--- config.mk ---
export PLATFORM = sky130hd
export DESIGN_NAME = iter_muldiv_flat
export DESIGN_NICKNAME = d
export VERILOG_FILES = /design/src/rtl/iter_muldiv_if.sv /design/src/rtl/iter_muldiv.sv /design/src/flat_wrapper.sv
export SDC_FILE = /design/constraint.sdc
export NUM_CORES = 1
export LEC_CHECK = 0
export ABC_CLOCK_PERIOD_IN_PS = 7150
export BUFFER_PORTS_ARGS = -buffer_cell sky130_fd_sc_hd__buf_4
export CORE_MARGIN = 2
export CORE_UTILIZATION = 55
export CTS_CLUSTER_SIZE = 16
export DETAILED_ROUTE_END_ITERATION = 8
export PLACE_DENSITY = 0.74
export SYNTH_ARGS = -nofsm -noshare
export SYNTH_HDL_FRONTEND = slang
export SYNTH_SLANG_ARGS = --single-unit
--- constraint.sdc ---
create_clock -name clk -period 7.15 [get_ports clk]
set_input_delay 0.715 -clock clk [delete_from_list [all_inputs] [get_ports clk]]
set_output_delay 0.715 -clock clk [all_outputs]
set_load 0.02 [all_outputs]
--- src/rtl/iter_muldiv_if.sv ---
// Start/busy/done handshake and operand/result bundle
// for the iterative multiply/divide unit.
interface iter_muldiv_if #(
  parameter int WIDTH = 32
);
  logic             start;
  logic [1:0]       op;
  logic [WIDTH-1:0] a;
  logic [WIDTH-1:0] b;
  logic             busy;
  logic             done;
  logic [WIDTH-1:0] hi;
  logic [WIDTH-1:0] lo;
  logic             div_zero;

  modport master (
    output start, op, a, b,
    input  busy, done, hi, lo, div_zero
  );

  modport slave (
    input  start, op, a, b,
    output busy, done, hi, lo, div_zero
  );
endinterface

--- src/rtl/iter_muldiv.sv ---
// Multi-cycle MULT/MULTU/DIV/DIVU unit: shift-add multiplier,
// restoring divider, results held in HI/LO.
module iter_muldiv #(
  parameter int WIDTH = 32,
  parameter int CNT_W = $clog2(WIDTH) + 1
) (
  input logic         clk,
  input logic         rst,
  iter_muldiv_if.slave bus
);

  typedef enum logic [1:0] {
    IDLE,
    RUN,
    FIX
  } state_t;

  state_t state;
  state_t state_nx;

  logic [CNT_W-1:0]   cnt;
  logic [1:0]         op_q;
  logic [WIDTH-1:0]   opd;
  logic [WIDTH-1:0]   a_raw;
  logic [2*WIDTH-1:0] acc;
  logic               neg_res;
  logic               neg_rem;
  logic               done_q;
  logic [WIDTH-1:0]   hi_q;
  logic [WIDTH-1:0]   lo_q;
  logic               dz_q;

  logic               sgn;
  logic [WIDTH-1:0]   a_mag;
  logic [WIDTH-1:0]   b_mag;
  logic [WIDTH:0]     m_sum;
  logic [WIDTH:0]     d_sh;
  logic [WIDTH:0]     d_diff;
  logic               d_ge;
  logic [2*WIDTH-1:0] acc_step;
  logic [WIDTH-1:0]   res_hi;
  logic [WIDTH-1:0]   res_lo;
  logic               res_dz;

  assign sgn   = ~bus.op[0];
  assign a_mag = (sgn && bus.a[WIDTH-1]) ? -bus.a : bus.a;
  assign b_mag = (sgn && bus.b[WIDTH-1]) ? -bus.b : bus.b;

  // Multiply: acc = {product_hi, multiplier}; divide: acc = {rem, quo}
  assign m_sum  = {1'b0, acc[2*WIDTH-1:WIDTH]}
                + {1'b0, (acc[0] ? opd : {WIDTH{1'b0}})};
  assign d_sh   = acc[2*WIDTH-1:WIDTH-1];
  assign d_diff = d_sh - {1'b0, opd};
  assign d_ge   = d_sh >= {1'b0, opd};

  always_comb begin
    acc_step = {m_sum, acc[WIDTH-1:1]};
    if (op_q[1]) begin
      if (d_ge)
        acc_step = {d_diff[WIDTH-1:0], acc[WIDTH-2:0], 1'b1};
      else
        acc_step = {d_sh[WIDTH-1:0], acc[WIDTH-2:0], 1'b0};
    end
  end

  always_comb begin
    res_hi = acc[2*WIDTH-1:WIDTH];
    res_lo = acc[WIDTH-1:0];
    res_dz = 1'b0;
    if (op_q[1]) begin
      if (opd == '0) begin
        res_hi = a_raw;
        res_lo = '1;
        res_dz = 1'b1;
      end else begin
        if (neg_res) res_lo = -acc[WIDTH-1:0];
        if (neg_rem) res_hi = -acc[2*WIDTH-1:WIDTH];
      end
    end else if (neg_res) begin
      {res_hi, res_lo} = -acc;
    end
  end

  always_comb begin
    state_nx = state;
    unique case (state)
      IDLE: if (bus.start) state_nx = RUN;
      RUN: begin
        if (cnt == CNT_W'(WIDTH - 1))
          state_nx = FIX;
      end
      FIX:     state_nx = IDLE;
      default: state_nx = IDLE;
    endcase
  end

  always_ff @(posedge clk or posedge rst) begin
    if (rst) state <= IDLE;
    else     state <= state_nx;
  end

  always_ff @(posedge clk or posedge rst) begin
    if (rst) begin
      cnt     <= '0;
      op_q    <= '0;
      opd     <= '0;
      a_raw   <= '0;
      acc     <= '0;
      neg_res <= 1'b0;
      neg_rem <= 1'b0;
      done_q  <= 1'b0;
      hi_q    <= '0;
      lo_q    <= '0;
      dz_q    <= 1'b0;
    end else begin
      done_q <= 1'b0;
      unique case (state)
        IDLE: begin
          if (bus.start) begin
            cnt     <= '0;
            op_q    <= bus.op;
            a_raw   <= bus.a;
            neg_res <= sgn & (bus.a[WIDTH-1] ^ bus.b[WIDTH-1]);
            neg_rem <= sgn & bus.a[WIDTH-1];
            opd     <= bus.op[1] ? b_mag : a_mag;
            acc     <= {{WIDTH{1'b0}},
                        (bus.op[1] ? a_mag : b_mag)};
          end
        end
        RUN: begin
          acc <= acc_step;
          cnt <= cnt + 1'b1;
        end
        FIX: begin
          hi_q   <= res_hi;
          lo_q   <= res_lo;
          dz_q   <= res_dz;
          done_q <= 1'b1;
        end
        default: ;
      endcase
    end
  end

  assign bus.busy     = (state != IDLE);
  assign bus.done     = done_q;
  assign bus.hi       = hi_q;
  assign bus.lo       = lo_q;
  assign bus.div_zero = dz_q;

endmodule

--- src/flat_wrapper.sv ---
// flat-port wrapper written by rule: the top's interface ports become plain ports
module iter_muldiv_flat 
#(
  parameter int WIDTH = 32,
  parameter int CNT_W = $clog2(WIDTH) + 1
)
  (clk, rst, bus_start, bus_op, bus_a, bus_b, bus_busy, bus_done, bus_hi, bus_lo, bus_div_zero);
  iter_muldiv_if #(.WIDTH(WIDTH)) bus_i ();
  input logic clk;
  input logic rst;
  input wire logic [$bits(bus_i.start)-1:0] bus_start;
  input wire logic [$bits(bus_i.op)-1:0] bus_op;
  input wire logic [$bits(bus_i.a)-1:0] bus_a;
  input wire logic [$bits(bus_i.b)-1:0] bus_b;
  output wire logic [$bits(bus_i.busy)-1:0] bus_busy;
  output wire logic [$bits(bus_i.done)-1:0] bus_done;
  output wire logic [$bits(bus_i.hi)-1:0] bus_hi;
  output wire logic [$bits(bus_i.lo)-1:0] bus_lo;
  output wire logic [$bits(bus_i.div_zero)-1:0] bus_div_zero;
  assign bus_i.start = bus_start;
  assign bus_i.op = bus_op;
  assign bus_i.a = bus_a;
  assign bus_i.b = bus_b;
  assign bus_busy = bus_i.busy;
  assign bus_done = bus_i.done;
  assign bus_hi = bus_i.hi;
  assign bus_lo = bus_i.lo;
  assign bus_div_zero = bus_i.div_zero;
  iter_muldiv #(.WIDTH(WIDTH), .CNT_W(CNT_W)) u_core (.clk(clk), .rst(rst), .bus(bus_i));
endmodule
-- Word level (Yosys, flattened, before mapping)
Cells that the tools add are included.
- register bits: 206
- logic and storage cells: 64
- bitwise gates (word level): 4
- reduce and logical (&&, ||, !) cells: 9
- equal/unequal tests: 5
- magnitude comparators: 1
- multiplexer cells: 25
- $add $sub $neg: 8
- operators by type and width (operator ; count):
    32-bit 2-to-1 mux ; 13
    64-bit 2-to-1 mux ; 3
    32-bit negation ; 4
    64-bit one-hot mux with 2 select lines ; 1
    64-bit negation ; 1
    32-bit by 32-bit adder with 33-bit output ; 1
    33-bit by 32-bit greater-or-equal comparator with 1-bit output ; 1
    32-bit zero test ; 1
    32-bit subtractor ; 1
    6-bit one-hot mux with 2 select lines ; 1
    6-bit by 1-bit adder with 6-bit output, second input constant ; 1
    6-bit by 5-bit equality test with 1-bit output, second input constant ; 1
    6-bit 2-to-1 mux ; 1
    2-bit AND reduction ; 3
    2-bit 2-to-1 mux ; 2
    2-bit one-hot mux with 2 select lines ; 1
    2-bit nonzero test ; 2
    1-bit 2-to-1 mux ; 3
    1-bit AND ; 2
    2-bit by 1-bit equality test with 1-bit output, second input constant ; 1
    2-bit equality test, second input constant ; 1
    1-bit logical AND ; 2
    2-bit zero test ; 1
    2-bit by 1-bit inequality test with 1-bit output, second input constant ; 1
    other kinds (3) ; 3

-- Logic depth before layout (Yosys ltp)
- word-level depth: 6
- mapped depth: 14

-- Worst setup path after synthesis
No wires, ideal clock.
- path type: register to register
- from: register u_core.acc[0]
- to: register u_core.acc[59]
- setup time: 0.126 ns
- data arrival time: 3.138 ns
- cell stages (with the launch flop): 14
- setup slack: 3.885 ns
- cells stage by stage: dfrtp_1 -> inv_1 -> clkbuf_1 -> nor2_1 -> ha_1 -> o21a_1 -> o211a_1 -> a221o_1 -> a31oi_1 -> o211ai_1 -> a21o_1 -> a21boi_0 -> xnor2_1 -> a221o_1
- longest elaborated chain between the ends: 4
- ends and longest elaborated chain (what ; RTL line ; source):
    start: declaration ; iter_muldiv.sv:25 ; logic [2*WIDTH-1:0] acc;
    start signal: assignment ; iter_muldiv.sv:126 ; acc <= {{WIDTH{1'b0}},
    start signal: assignment ; iter_muldiv.sv:131 ; acc <= acc_step;
    32-bit 2-to-1 mux ; iter_muldiv.sv:51 ; + {1'b0, (acc[0] ? opd : {WIDTH{1'b0}})};
    32-bit by 32-bit adder with 33-bit output ; iter_muldiv.sv:51 ;
    64-bit 2-to-1 mux ; iter_muldiv.sv:58 ; if (op_q[1]) begin
    64-bit one-hot mux with 2 select lines ; iter_muldiv.sv:117 ; unique case (state)
Every way passes these cells.
A chain may end at the register's enable or synchronous reset.

-- Worst setup path in the final report
- from: register u_core.acc[0]
- to: register u_core.acc[60]
Same word-level chain as after synthesis.

==> impl_results.md <==
- Number of clock sinks: 205
- Initial drt markers: 1879
- First-pass GRT wire length: 88270 um
- Post-Syn Nets: 2279
- Placement row count: 63
- Post-DP HPWL: 43560 um
- Yosys top cell area share: 0.3096
- Max-cap viol count: 0
- Min Tclk post-route: 4.203 ns
- Inserted Clock Buffers: 26
- Post-route cell area: 18490 um2
- GP Congestion: 1.080
- Critical Path RT: 7.58 ns
- R2r endpoint: u_core.acc[60]
- Largest net degree at the start of global routing: 131
- Worst setup EP type: flip-flop
- Count leader, synth: nand2_1
- Synth Register Bits: 205
- Synthesized area per cell: 7.746 um2
- Die area: 31530 um2
- Hold-fix buffers, CTS: 0
- Classification of the worst setup path: reg2reg
- Commonest cells post-synth: nand2_1, dfrtp_1, o21ai_0
- Starting Density: 0.5590
- Drt via density: 6.480
- Gr usage total: 0.3619
- Die height: 177.6 um
- Post-route ant nets: 0
- CTS resizes: 0
- Slew margin rel.: 0.2119
- Worst R2R Path Depth: 13
- WHS: 0.3822 ns
- Status: complete, no violations
- Unrepaired setup endpoints after global routing: false
- Setup TNS: 0 ns
- CP Capture Point: u_core.acc[60]
- Num ports: 136
- Final Cycle Share: 0.5878
- Met1 Use GR: 0.5198
- Worst-path clk slew: 0.06 ns
- Nets: 2310
- Met2 usage: 0.5488
- Number of distinct library cells after synthesis: 68
- Cells after synthesis: 2139
- GR Overflow Total: 0
- Syn. warnings: 0
- Top post-synthesis cells by area: dfrtp_1, nand2_1, xor2_1
- Antenna violations before repair: 2
- Synth-to-Final Area Change: 11.57%
- CTS tree: done
- Skew-Pair Late Insertion Delay: 0.55 ns
- Synthesized area: 16570 um2
- Hold WC Path Type: in2async
- Worst vdd rail ir drop: 0.0002235 V
- CP startpoint kind: flip-flop
- Post-synthesis sequential area ratio: 0.3096
- Reg-to-reg setup timing slack: 2.95 ns
- Clk buf depth: 3
- Vias in the first global route: 15172
- Drt first pass iters: 6
- Arrival time at the worst endpoint: 4.64 ns
- Tightest Pin Transition: 1.180 ns
- Core Box Area: 29640 um2
- Leading area contributor after synthesis: dfrtp_1
- Post-place instance area: 17660 um2
- GR Util met3: 0.05977
- Static leakage: 8.025 nW
- Die width: 177.6 um
- Vias: 16719
- Busiest layer in global routing: met2
- WL/cell: 22.46 um
- Share of cells above drive strength 1: 0.1032
- Drc violations: 0
- Buffers on Ports: 135
- Worst-path maximum fanout: 30
- # setup viols final: 0
- Final hold violations: 0
- Number of synthesized flops with an enable pin: 0
- Worst slack at placement: 3.129 ns
- Max Clock Freq: 0.2379 GHz
- Top_reg_cell synth: dfrtp_1
- Final slew viol count: 0
- Critical path origin: u_core.acc[0]
- Final wirelength: 57950 um
- RR Startpoint: u_core.acc[0]
- Post-CTS Setup Inserts: 0
- # fillers: 2694
- Power density over the cells: 442.4 nW/um2
- H-tree depth: 1
- Clk_skew: 0.02577 ns
- Final worst slack: 2.947 ns
- Asr flop ratio synth: 1.000
- Clk root buf: clkbuf_16
-- per-stage QoR --
step                power [mW]  utilization  cells
global route             8.706       0.6236   2579
global placement         6.677       0.5959   2532
CTS                      8.032       0.6236   2579
finish                   8.177       0.6237   2580
detailed placement       6.739       0.5959   2532
floorplan                5.500            -   2139
-- sequential cells by signal, summed over array words and instances (netlist names), 2 cells and up --
| name | count |
|---|---|
| u_core.a_raw | 32 |
| u_core.bus.hi | 32 |
| u_core.opd | 32 |
| u_core.bus.lo | 32 |
| u_core.cnt | 6 |
| u_core.acc | 64 |
| u_core.state | 2 |
-- critical path: stages, from the launching register on --
cell,delay (ns)
dfrtp_1,0.51
inv_1,0.16
buf_4,0.38
nor2_1,0.08
ha_1,0.37
o211ai_1,0.10
o21ai_0,0.66
o211ai_1,0.27
a21oi_1,0.48
a21oi_1,0.21
o21ai_0,0.32
xnor2_1,0.17
o21ai_0,0.11
a22o_1,0.21
-- per-layer routing --
| layer | wire length [um] | vias up |
|---|---|---|
| met5 | 0 | - |
| met4 | 2314 | 0 |
| met3 | 5770 | 136 |
| met2 | 25290 | 877 |
| met1 | 24570 | 8024 |
| li1 | - | 7682 |
-- how the worst min path moves through the flow --
stage	depth (start not counted)	endpoint	from
after floorplan	2	u_core.a_raw[20]	u_core.a_raw[20]
after global placement	2	u_core.bus.lo[6]	u_core.bus.lo[6]
after detailed placement	2	u_core.bus.lo[6]	u_core.bus.lo[6]
after CTS	3	u_core.a_raw[3]	bus_a[3]
after global routing	3	u_core.a_raw[23]	bus_a[23]
final	2	u_core.bus.lo[9]	rst
-- logic make-up after synthesis --
logic type               count (synthesis)  share of synthesized area
AND/OR/NAND/NOR                        709                     0.1926
AO/OA/AOI/OAI                          678                     0.2511
buffers and inverters                  215                    0.04961
flip-flops                             205                     0.3096
XOR/XNOR                               203                     0.1073
adder cells (fa/ha/maj)                 71                    0.05452
multiplexers                            58                    0.03527
-- layout by cell type (no fill, tap or decap), types with 14 or more instances in the layout --
master	Yosys	final
a211oi_1	52	52
a21o_1	34	34
a21oi_1	179	178
a31oi_1	33	33
buf_4	0	151
clkbuf_16	0	27
dfrtp_1	205	204
ha_1	69	69
inv_1	66	65
mux2i_1	55	55
nand2_1	296	295
nand2b_1	16	14
nand3_1	27	27
nand4_1	15	15
nor2_1	195	195
nor3_1	40	40
nor4_1	20	20
o211ai_1	33	33
o21ai_0	198	198
o21ai_1	17	17
o31ai_1	28	28
o41ai_1	15	15
or2_2	16	16
or3_1	18	18
xnor2_1	82	82
xor2_1	121	121
-- report_power, final --
part	leakage [nW]	internal, mW	switching [mW]
Sequential	2.42	1.49	0.669
Combinational	5.19	1.93	2.81
Clock	0.413	0.756	0.523
-- cell type report --
class / instances / area, um2 / share of cell area
multi-input cells: 1719 / 10650 / 0.5761
flip-flops and latches: 205 / 5131 / 0.2776
repair buffers: 151 / 1134 / 0.06132
clock buffers: 37 / 743.2 / 0.04021
well taps: 390 / 488.0 / 0.02640
inverters: 67 / 259.0 / 0.01401
clock inverters: 10 / 78.83 / 0.004264
diodes: 1 / 2.502 / 0.0001354
Power figures use the tool's default switching activity.
